**config.mk**
```make
export PLATFORM = sky130hd
export DESIGN_NAME = fir_tdm_flat
export DESIGN_NICKNAME = d
export VERILOG_FILES = /design/src/rtl/fir_tdm_if.sv /design/src/rtl/fir_tdm.sv /design/src/flat_wrapper.sv
export SDC_FILE = /design/constraint.sdc
export NUM_CORES = 2
export LEC_CHECK = 0
export BUFFER_PORTS_ARGS = -buffer_cell sky130_fd_sc_hd__buf_2
export CELL_PAD_IN_SITES_DETAIL_PLACEMENT = 1
export CELL_PAD_IN_SITES_GLOBAL_PLACEMENT = 1
export CORE_UTILIZATION = 49
export CTS_BUF_LIST = sky130_fd_sc_hd__clkbuf_8
export CTS_CLUSTER_SIZE = 20
export DETAILED_ROUTE_END_ITERATION = 8
export PLACE_DENSITY = 0.84
export SLEW_MARGIN = 20
export SYNTH_ARGS = -nofsm -noshare
export SYNTH_HDL_FRONTEND = slang
export SYNTH_SLANG_ARGS = --single-unit
```
**constraint.sdc**
```tcl
create_clock -name clk -period 13.4 [get_ports clk]
set_clock_uncertainty 0.15 [all_clocks]
set_input_delay 2.01 -clock clk [delete_from_list [all_inputs] [get_ports clk]]
set_output_delay 2.01 -clock clk [all_outputs]
set_load 0.05 [all_outputs]
```
**src/rtl/fir_tdm_if.sv**
```systemverilog
`default_nettype none
// ============================================================================
// Module   : fir_tdm_if
// Brief    : Sample, coefficient and result handshake bundle for fir_tdm.
// Revision : 1.0
// ============================================================================
interface fir_tdm_if #(
    parameter int TAPS     = 8,
    parameter int CHANNELS = 2
);
    localparam int CW = ($clog2(CHANNELS) > 1) ? $clog2(CHANNELS) : 1;
    localparam int TW = ($clog2(TAPS) > 1) ? $clog2(TAPS) : 1;

    logic signed [15:0] sample_in;
    logic [CW-1:0]      chan_in;
    logic               valid_in;
    logic               ready_in;

    logic               coef_we;
    logic [TW-1:0]      coef_addr;
    logic signed [15:0] coef_data;
    logic               coef_err;

    logic signed [15:0] sample_out;
    logic [CW-1:0]      chan_out;
    logic               sat_flag;
    logic               valid_out;
    logic               ready_out;

    modport master (
        output sample_in, chan_in, valid_in,
        input  ready_in,
        output coef_we, coef_addr, coef_data,
        input  coef_err,
        input  sample_out, chan_out, sat_flag, valid_out,
        output ready_out
    );

    modport slave (
        input  sample_in, chan_in, valid_in,
        output ready_in,
        input  coef_we, coef_addr, coef_data,
        output coef_err,
        output sample_out, chan_out, sat_flag, valid_out,
        input  ready_out
    );
endinterface
`default_nettype wire

```
**src/rtl/fir_tdm.sv**
```systemverilog
`default_nettype none
// ============================================================================
// Module   : fir_tdm
// Brief    : Multi-channel time-multiplexed FIR, one 16x16 MAC per cycle.
// Revision : 1.0
// ============================================================================
module fir_tdm #(
    parameter int TAPS     = 8,
    parameter int CHANNELS = 2,
    parameter int ROUND    = 1,
    parameter int SAT      = 1
) (
    input  wire logic  clk,
    input  wire logic  rst,
    fir_tdm_if.slave   bus
);
    localparam int CW = ($clog2(CHANNELS) > 1) ? $clog2(CHANNELS) : 1;
    localparam int TW = ($clog2(TAPS) > 1) ? $clog2(TAPS) : 1;
    localparam int AW = 32 + TW;
    localparam logic signed [AW-1:0] RND_BIAS = AW'((ROUND != 0) ? 16384 : 0);

    typedef enum logic [1:0] {
        S_IDLE = 2'd0,
        S_MAC  = 2'd1,
        S_OUT  = 2'd2
    } state_t;

    state_t             r_state;
    state_t             w_state_nxt;
    logic               r_armed;
    logic signed [15:0] r_x    [CHANNELS][TAPS];
    logic signed [15:0] r_coef [TAPS];
    logic [CW-1:0]      r_ch;
    logic [TW-1:0]      r_k;
    logic signed [AW-1:0] r_acc;
    logic signed [15:0] r_sample_out;
    logic [CW-1:0]      r_chan_out;
    logic               r_sat;
    logic               r_valid_out;
    logic               r_coef_err;

    logic               w_accept;
    logic               w_chan_ok;
    logic               w_last;
    logic signed [15:0] w_coef_sel;
    logic signed [15:0] w_x_sel;
    logic signed [31:0] w_prod;
    logic signed [AW-1:0] w_acc_nxt;
    logic signed [AW-1:0] w_rnd;
    logic signed [AW-1:0] w_r;
    logic               w_ovf;
    logic signed [15:0] w_res;
    logic               w_sat;

    assign bus.ready_in   = (r_state == S_IDLE) && r_armed;
    assign bus.sample_out = r_sample_out;
    assign bus.chan_out   = r_chan_out;
    assign bus.sat_flag   = r_sat;
    assign bus.valid_out  = r_valid_out;
    assign bus.coef_err   = r_coef_err;

    assign w_accept   = bus.valid_in && bus.ready_in;
    assign w_chan_ok  = int'(bus.chan_in) < CHANNELS;
    assign w_last     = (r_k == TW'(TAPS - 1));
    assign w_coef_sel = r_coef[r_k];
    assign w_x_sel    = r_x[r_ch][r_k];
    assign w_prod     = 32'(w_coef_sel) * 32'(w_x_sel);
    assign w_acc_nxt  = r_acc + AW'(w_prod);
    assign w_rnd      = w_acc_nxt + RND_BIAS;
    assign w_r        = w_rnd >>> 15;
    // Result fits in Q1.15 only when every bit above bit 15 repeats the sign.
    assign w_ovf      = !((&w_r[AW-1:15]) || !(|w_r[AW-1:15]));

    always_comb begin
        w_res = w_r[15:0];
        w_sat = 1'b0;
        if ((SAT != 0) && w_ovf) begin
            w_res = w_r[AW-1] ? 16'sh8000 : 16'sh7FFF;
            w_sat = 1'b1;
        end
    end

    always_ff @(posedge clk or posedge rst) begin
        if (rst) r_state <= S_IDLE;
        else     r_state <= w_state_nxt;
    end

    always_comb begin
        w_state_nxt = r_state;
        case (r_state)
            S_IDLE:  if (w_accept && w_chan_ok) w_state_nxt = S_MAC;
            S_MAC:   if (w_last) w_state_nxt = S_OUT;
            S_OUT:   if (bus.ready_out) w_state_nxt = S_IDLE;
            default: w_state_nxt = S_IDLE;
        endcase
    end

    always_ff @(posedge clk or posedge rst) begin
        if (rst) begin
            r_armed      <= 1'b0;
            r_ch         <= '0;
            r_k          <= '0;
            r_acc        <= '0;
            r_sample_out <= '0;
            r_chan_out   <= '0;
            r_sat        <= 1'b0;
            r_valid_out  <= 1'b0;
            r_coef_err   <= 1'b0;
            for (int c = 0; c < CHANNELS; c++)
                for (int k = 0; k < TAPS; k++)
                    r_x[c][k] <= '0;
            for (int k = 0; k < TAPS; k++)
                r_coef[k] <= (k == 0) ? 16'sh7FFF : 16'sh0000;
        end else begin
            r_armed    <= 1'b1;
            r_coef_err <= 1'b0;
            // Writes only land while idle so a running MAC never sees a torn set.
            if (bus.coef_we) begin
                if (r_state == S_IDLE) begin
                    if (int'(bus.coef_addr) < TAPS)
                        r_coef[bus.coef_addr] <= bus.coef_data;
                end else begin
                    r_coef_err <= 1'b1;
                end
            end
            case (r_state)
                S_IDLE: begin
                    if (w_accept && w_chan_ok) begin
                        for (int k = TAPS - 1; k > 0; k--)
                            r_x[bus.chan_in][k] <= r_x[bus.chan_in][k-1];
                        r_x[bus.chan_in][0] <= bus.sample_in;
                        r_ch  <= bus.chan_in;
                        r_acc <= '0;
                        r_k   <= '0;
                    end
                end
                S_MAC: begin
                    r_acc <= w_acc_nxt;
                    r_k   <= r_k + 1'b1;
                    if (w_last) begin
                        r_sample_out <= w_res;
                        r_sat        <= w_sat;
                        r_chan_out   <= r_ch;
                        r_valid_out  <= 1'b1;
                    end
                end
                S_OUT: begin
                    if (bus.ready_out) r_valid_out <= 1'b0;
                end
                default: ;
            endcase
        end
    end
endmodule
`default_nettype wire
```
**src/flat_wrapper.sv**
```systemverilog
// flat-port wrapper written by rule: the top's interface ports become plain ports
module fir_tdm_flat 
#(
    parameter int TAPS     = 8,
    parameter int CHANNELS = 2,
    parameter int ROUND    = 1,
    parameter int SAT      = 1
)
  (clk, rst, bus_sample_in, bus_chan_in, bus_valid_in, bus_ready_in, bus_coef_we, bus_coef_addr, bus_coef_data, bus_coef_err, bus_sample_out, bus_chan_out, bus_sat_flag, bus_valid_out, bus_ready_out);
  fir_tdm_if #(.TAPS(TAPS), .CHANNELS(CHANNELS)) bus_i ();
  input  wire logic clk;
  input  wire logic rst;
  input wire logic [$bits(bus_i.sample_in)-1:0] bus_sample_in;
  input wire logic [$bits(bus_i.chan_in)-1:0] bus_chan_in;
  input wire logic [$bits(bus_i.valid_in)-1:0] bus_valid_in;
  output wire logic [$bits(bus_i.ready_in)-1:0] bus_ready_in;
  input wire logic [$bits(bus_i.coef_we)-1:0] bus_coef_we;
  input wire logic [$bits(bus_i.coef_addr)-1:0] bus_coef_addr;
  input wire logic [$bits(bus_i.coef_data)-1:0] bus_coef_data;
  output wire logic [$bits(bus_i.coef_err)-1:0] bus_coef_err;
  output wire logic [$bits(bus_i.sample_out)-1:0] bus_sample_out;
  output wire logic [$bits(bus_i.chan_out)-1:0] bus_chan_out;
  output wire logic [$bits(bus_i.sat_flag)-1:0] bus_sat_flag;
  output wire logic [$bits(bus_i.valid_out)-1:0] bus_valid_out;
  input wire logic [$bits(bus_i.ready_out)-1:0] bus_ready_out;
  assign bus_i.sample_in = bus_sample_in;
  assign bus_i.chan_in = bus_chan_in;
  assign bus_i.valid_in = bus_valid_in;
  assign bus_ready_in = bus_i.ready_in;
  assign bus_i.coef_we = bus_coef_we;
  assign bus_i.coef_addr = bus_coef_addr;
  assign bus_i.coef_data = bus_coef_data;
  assign bus_coef_err = bus_i.coef_err;
  assign bus_sample_out = bus_i.sample_out;
  assign bus_chan_out = bus_i.chan_out;
  assign bus_sat_flag = bus_i.sat_flag;
  assign bus_valid_out = bus_i.valid_out;
  assign bus_i.ready_out = bus_ready_out;
  fir_tdm #(.TAPS(TAPS), .CHANNELS(CHANNELS), .ROUND(ROUND), .SAT(SAT)) u_core (.clk(clk), .rst(rst), .bus(bus_i));
endmodule
```
==> flow_summary.toml <==
[cells_and_area]
syn2layout_area_growth_pct = 8.45
net_count_of_the_finished_layout = 3084
post_route_cells_drive_above_1_share_pct = 29.2
num-fill-cells = 6522

[critical_path]
cp-end-kind = "register"
r2r.worst_path.cells = 27
worst-endpoint-required_ns = 13.76
start_kind = "register"
critical_path.reg2reg.startpoint = "u_core.r_k[0]"
timing.reg2reg.setup_slack_ns = 2.31
critPathArrivalTime_ns = 11.45
timing.rr.end = "u_core.bus.sample_out[9]"
critical_path_peak_fanout = 49
critical_path_class = "register to register"
worstSetupStartpoint = "u_core.r_k[0]"

[timing]
tightest_slew_ns = 1.12
final_clock_period_utilization_by_the_worst_path_pct = 82.8
rsz_0062_raised_after_global_routing = "no"
finalSetupTns_ns = 0
report.final.setup_viol = 0
max_freq_mhz = 90.2
hold_viol_final = 0
maxSlewViolCount = 0
timing.final.crit_period_ns = 11.09
maxSlewHeadroom_pct = 23.3

[status]
status = "complete, but fails checks"
failed_checks = "DRC"

[global_routing]
globalRouteOverflowTotal = 0
grt.total_usage_pct = 27.5
grt_first_pass_wirelength_mm = 141
largest_net_degree_at_the_start_of_global_routing = 184
antenna_found_initial = 2
via_count_of_the_first_global_routing_pass = 24500

[synthesis]
netlist_area_um2 = 31900
synth_seq_cells = 446
synth.top_cells.by_area = "sky130_fd_sc_hd__dfrtp_1 (34%), sky130_fd_sc_hd__fa_1 (19%), sky130_fd_sc_hd__mux2_2 (14%)"
synth_top_cells_by_count = "sky130_fd_sc_hd__dfrtp_1 (431), sky130_fd_sc_hd__mux2_2 (407), sky130_fd_sc_hd__inv_1 (359)"
syn-num-nets = 3037
synth.largest_area_cell = "sky130_fd_sc_hd__dfrtp_1"
gate_count_after_technology_mapping = 2579
netlist-cell-type-count = 89
top_count_cell_post_synth = "sky130_fd_sc_hd__dfrtp_1"
async_flop_share_pct = 100
syn_avg_cell_area_um2 = 12.4
synth_flop_cell = "sky130_fd_sc_hd__dfrtp_1"
synth-edff-count = 0
synth_warnings = 0
post-synth-top-area-fraction_pct = 33.8
synth_seq_area_share_pct = 35.0

[floorplan]
dieHeight_um = 257
die_area_um2 = 66100
io_pins = 62
die_x_um = 257
coreArea_um2 = 64300
initial_core_utilization_pct = 49.6
rows = 93

[worst_hold_path]
hold_path_startpoint = "u_core.bus.sat_flag"
worst_hold_endpoint = "u_core.bus.sat_flag"
min_path_cells = 1
worst_hold_path_type = "register to register"

[clock_tree]
cts_max_path_buffers = 3
cts_htree_levels = 3
cts_resized = 0
hold_buffers = 0
clock_pin_transition_on_the_worst_setup_and_hold_timing_paths_ns = 0.06
cts_tree = "yes"
clkLatencyLatePin_ns = 0.71
cts.sink_count = 446
cts_setup_buffers = 0
clock-root-buffer = "sky130_fd_sc_hd__clkbuf_8"
cts_buffers = 76

[route]
drtAntennaViolNets = 0
route.detailed.drc = 2
dr.pass1.iters = 7
vias = 20800
drt_wl_cell_um = 24.7
drt-initial-drc-count = 1280
routed_via_density = 5.88
totalWireLength_mm = 87.5

[place]
placement.io_buffers = 61
globalplace.congestion = 0.901
post_dp_hpwl_mm = 61.3

[run]
max_cap_violations = 0
[logic make-up after synthesis]
group,count (synthesis),synth area share [%]
buffers and inverters,476,6.15
AO/OA/AOI/OAI,198,4.46
multiplexers,537,22.6
AND/OR/NAND/NOR,462,6.91
XOR/XNOR,42,1.20
adder cells (fa/ha/maj),417,23.7
other,1,0.0118
flip-flops,446,35.0
[worst max-delay path, stage by stage (launching register included)]
cell and delay, ns:
sky130_fd_sc_hd__dfrtp_4 1.09, sky130_fd_sc_hd__buf_4 0.45, sky130_fd_sc_hd__mux4_2 0.56, sky130_fd_sc_hd__mux4_2 0.68, sky130_fd_sc_hd__nand2_1 0.26, sky130_fd_sc_hd__inv_1 0.09
sky130_fd_sc_hd__fa_1 0.73, sky130_fd_sc_hd__inv_1 0.11, sky130_fd_sc_hd__fa_1 0.48, sky130_fd_sc_hd__inv_1 0.40, sky130_fd_sc_hd__fa_1 0.58, sky130_fd_sc_hd__fa_1 0.52
sky130_fd_sc_hd__fa_1 0.51, sky130_fd_sc_hd__inv_1 0.06, sky130_fd_sc_hd__fa_1 0.48, sky130_fd_sc_hd__inv_1 0.04, sky130_fd_sc_hd__ha_1 0.33, sky130_fd_sc_hd__a21oi_1 0.20
sky130_fd_sc_hd__nor2b_1 0.07, sky130_fd_sc_hd__o21a_1 0.17, sky130_fd_sc_hd__nor3_1 0.49, sky130_fd_sc_hd__a21oi_1 0.16, sky130_fd_sc_hd__nand4b_1 0.30, sky130_fd_sc_hd__nor4b_2 0.59
sky130_fd_sc_hd__nand4_4 0.18, sky130_fd_sc_hd__xor2_1 0.20, sky130_fd_sc_hd__nor2_1 0.75, sky130_fd_sc_hd__o311ai_0 0.28
[state kept, by name, summed over array words and instances, names as in the netlist]
name / flops
u_core.bus.sat_flag: 1
u_core.r_acc: 35
u_core.bus.sample_out: 16
u_core.r_k: 3
u_core.bus.chan_out: 1
u_core.bus.valid_out: 1
u_core.r_x: 256
u_core.r_coef: 128
u_core.r_armed: 1
u_core.bus.coef_err: 1
u_core.r_state: 2
u_core.r_ch: 1
[per-stage QoR]
stage          util [%]  worst slack, ns  cell area (um2)  hold WS (ns)  cells
6_report           53.8             2.31            34600         0.349   3542
5_1_grt            53.8             1.60            34600         0.370   3542
4_1_cts            53.7             2.33            34500         0.348   3540
3_5_place_dp       51.1             2.34            32900         0.335   3402
3_3_place_gp       51.1             2.84            32900         0.326   3402
2_1_floorplan         -             3.37            31900         0.306   2579
[worst max-delay path by stage]
stage                                 to  slack, ns
2_1_floorplan  u_core.bus.sample_out[14]       3.37
3_3_place_gp   u_core.bus.sample_out[13]       2.84
3_5_place_dp    u_core.bus.sample_out[9]       2.34
4_1_cts         u_core.bus.sample_out[9]       2.33
5_1_grt         u_core.bus.sample_out[9]       1.60
6_report        u_core.bus.sample_out[9]       2.31
[placed cells by master, fill, tap and decap left out, types with 61 or more instances in the layout]
cell type,n
sky130_fd_sc_hd__mux2_2,407
sky130_fd_sc_hd__nand2_1,184
sky130_fd_sc_hd__mux4_2,105
sky130_fd_sc_hd__buf_2,61
sky130_fd_sc_hd__ha_1,107
sky130_fd_sc_hd__inv_1,380
sky130_fd_sc_hd__fa_1,310
sky130_fd_sc_hd__dfrtp_1,427
sky130_fd_sc_hd__clkbuf_8,92
sky130_fd_sc_hd__nor2_1,122
[final cells by class]
class	instances	area, um2	share of cell area (%)
repair buffers	86	551	1.59
flip-flops and latches	446	11200	32.3
diodes	1	2.50	0.00723
inverters	359	1350	3.91
multi-input cells	1657	18800	54.3
well taps	855	1070	3.09
clock inverters	46	384	1.11
clock buffers	92	1270	3.66
[routing by layer]
metal	share of wire [%]	routed length [um]	GRT usage [%]	vias up
met1	39	34300	33.8	11200
li1	-	-	-	8768
met4	3.1	2730	10.9	0
met3	5.0	4350	4.23	212
met2	53	46200	48.7	612
met5	0	0	0	-
Power is not shown: default switching activity piles up to over one toggle a cycle in this logic, so the estimate is an artifact.
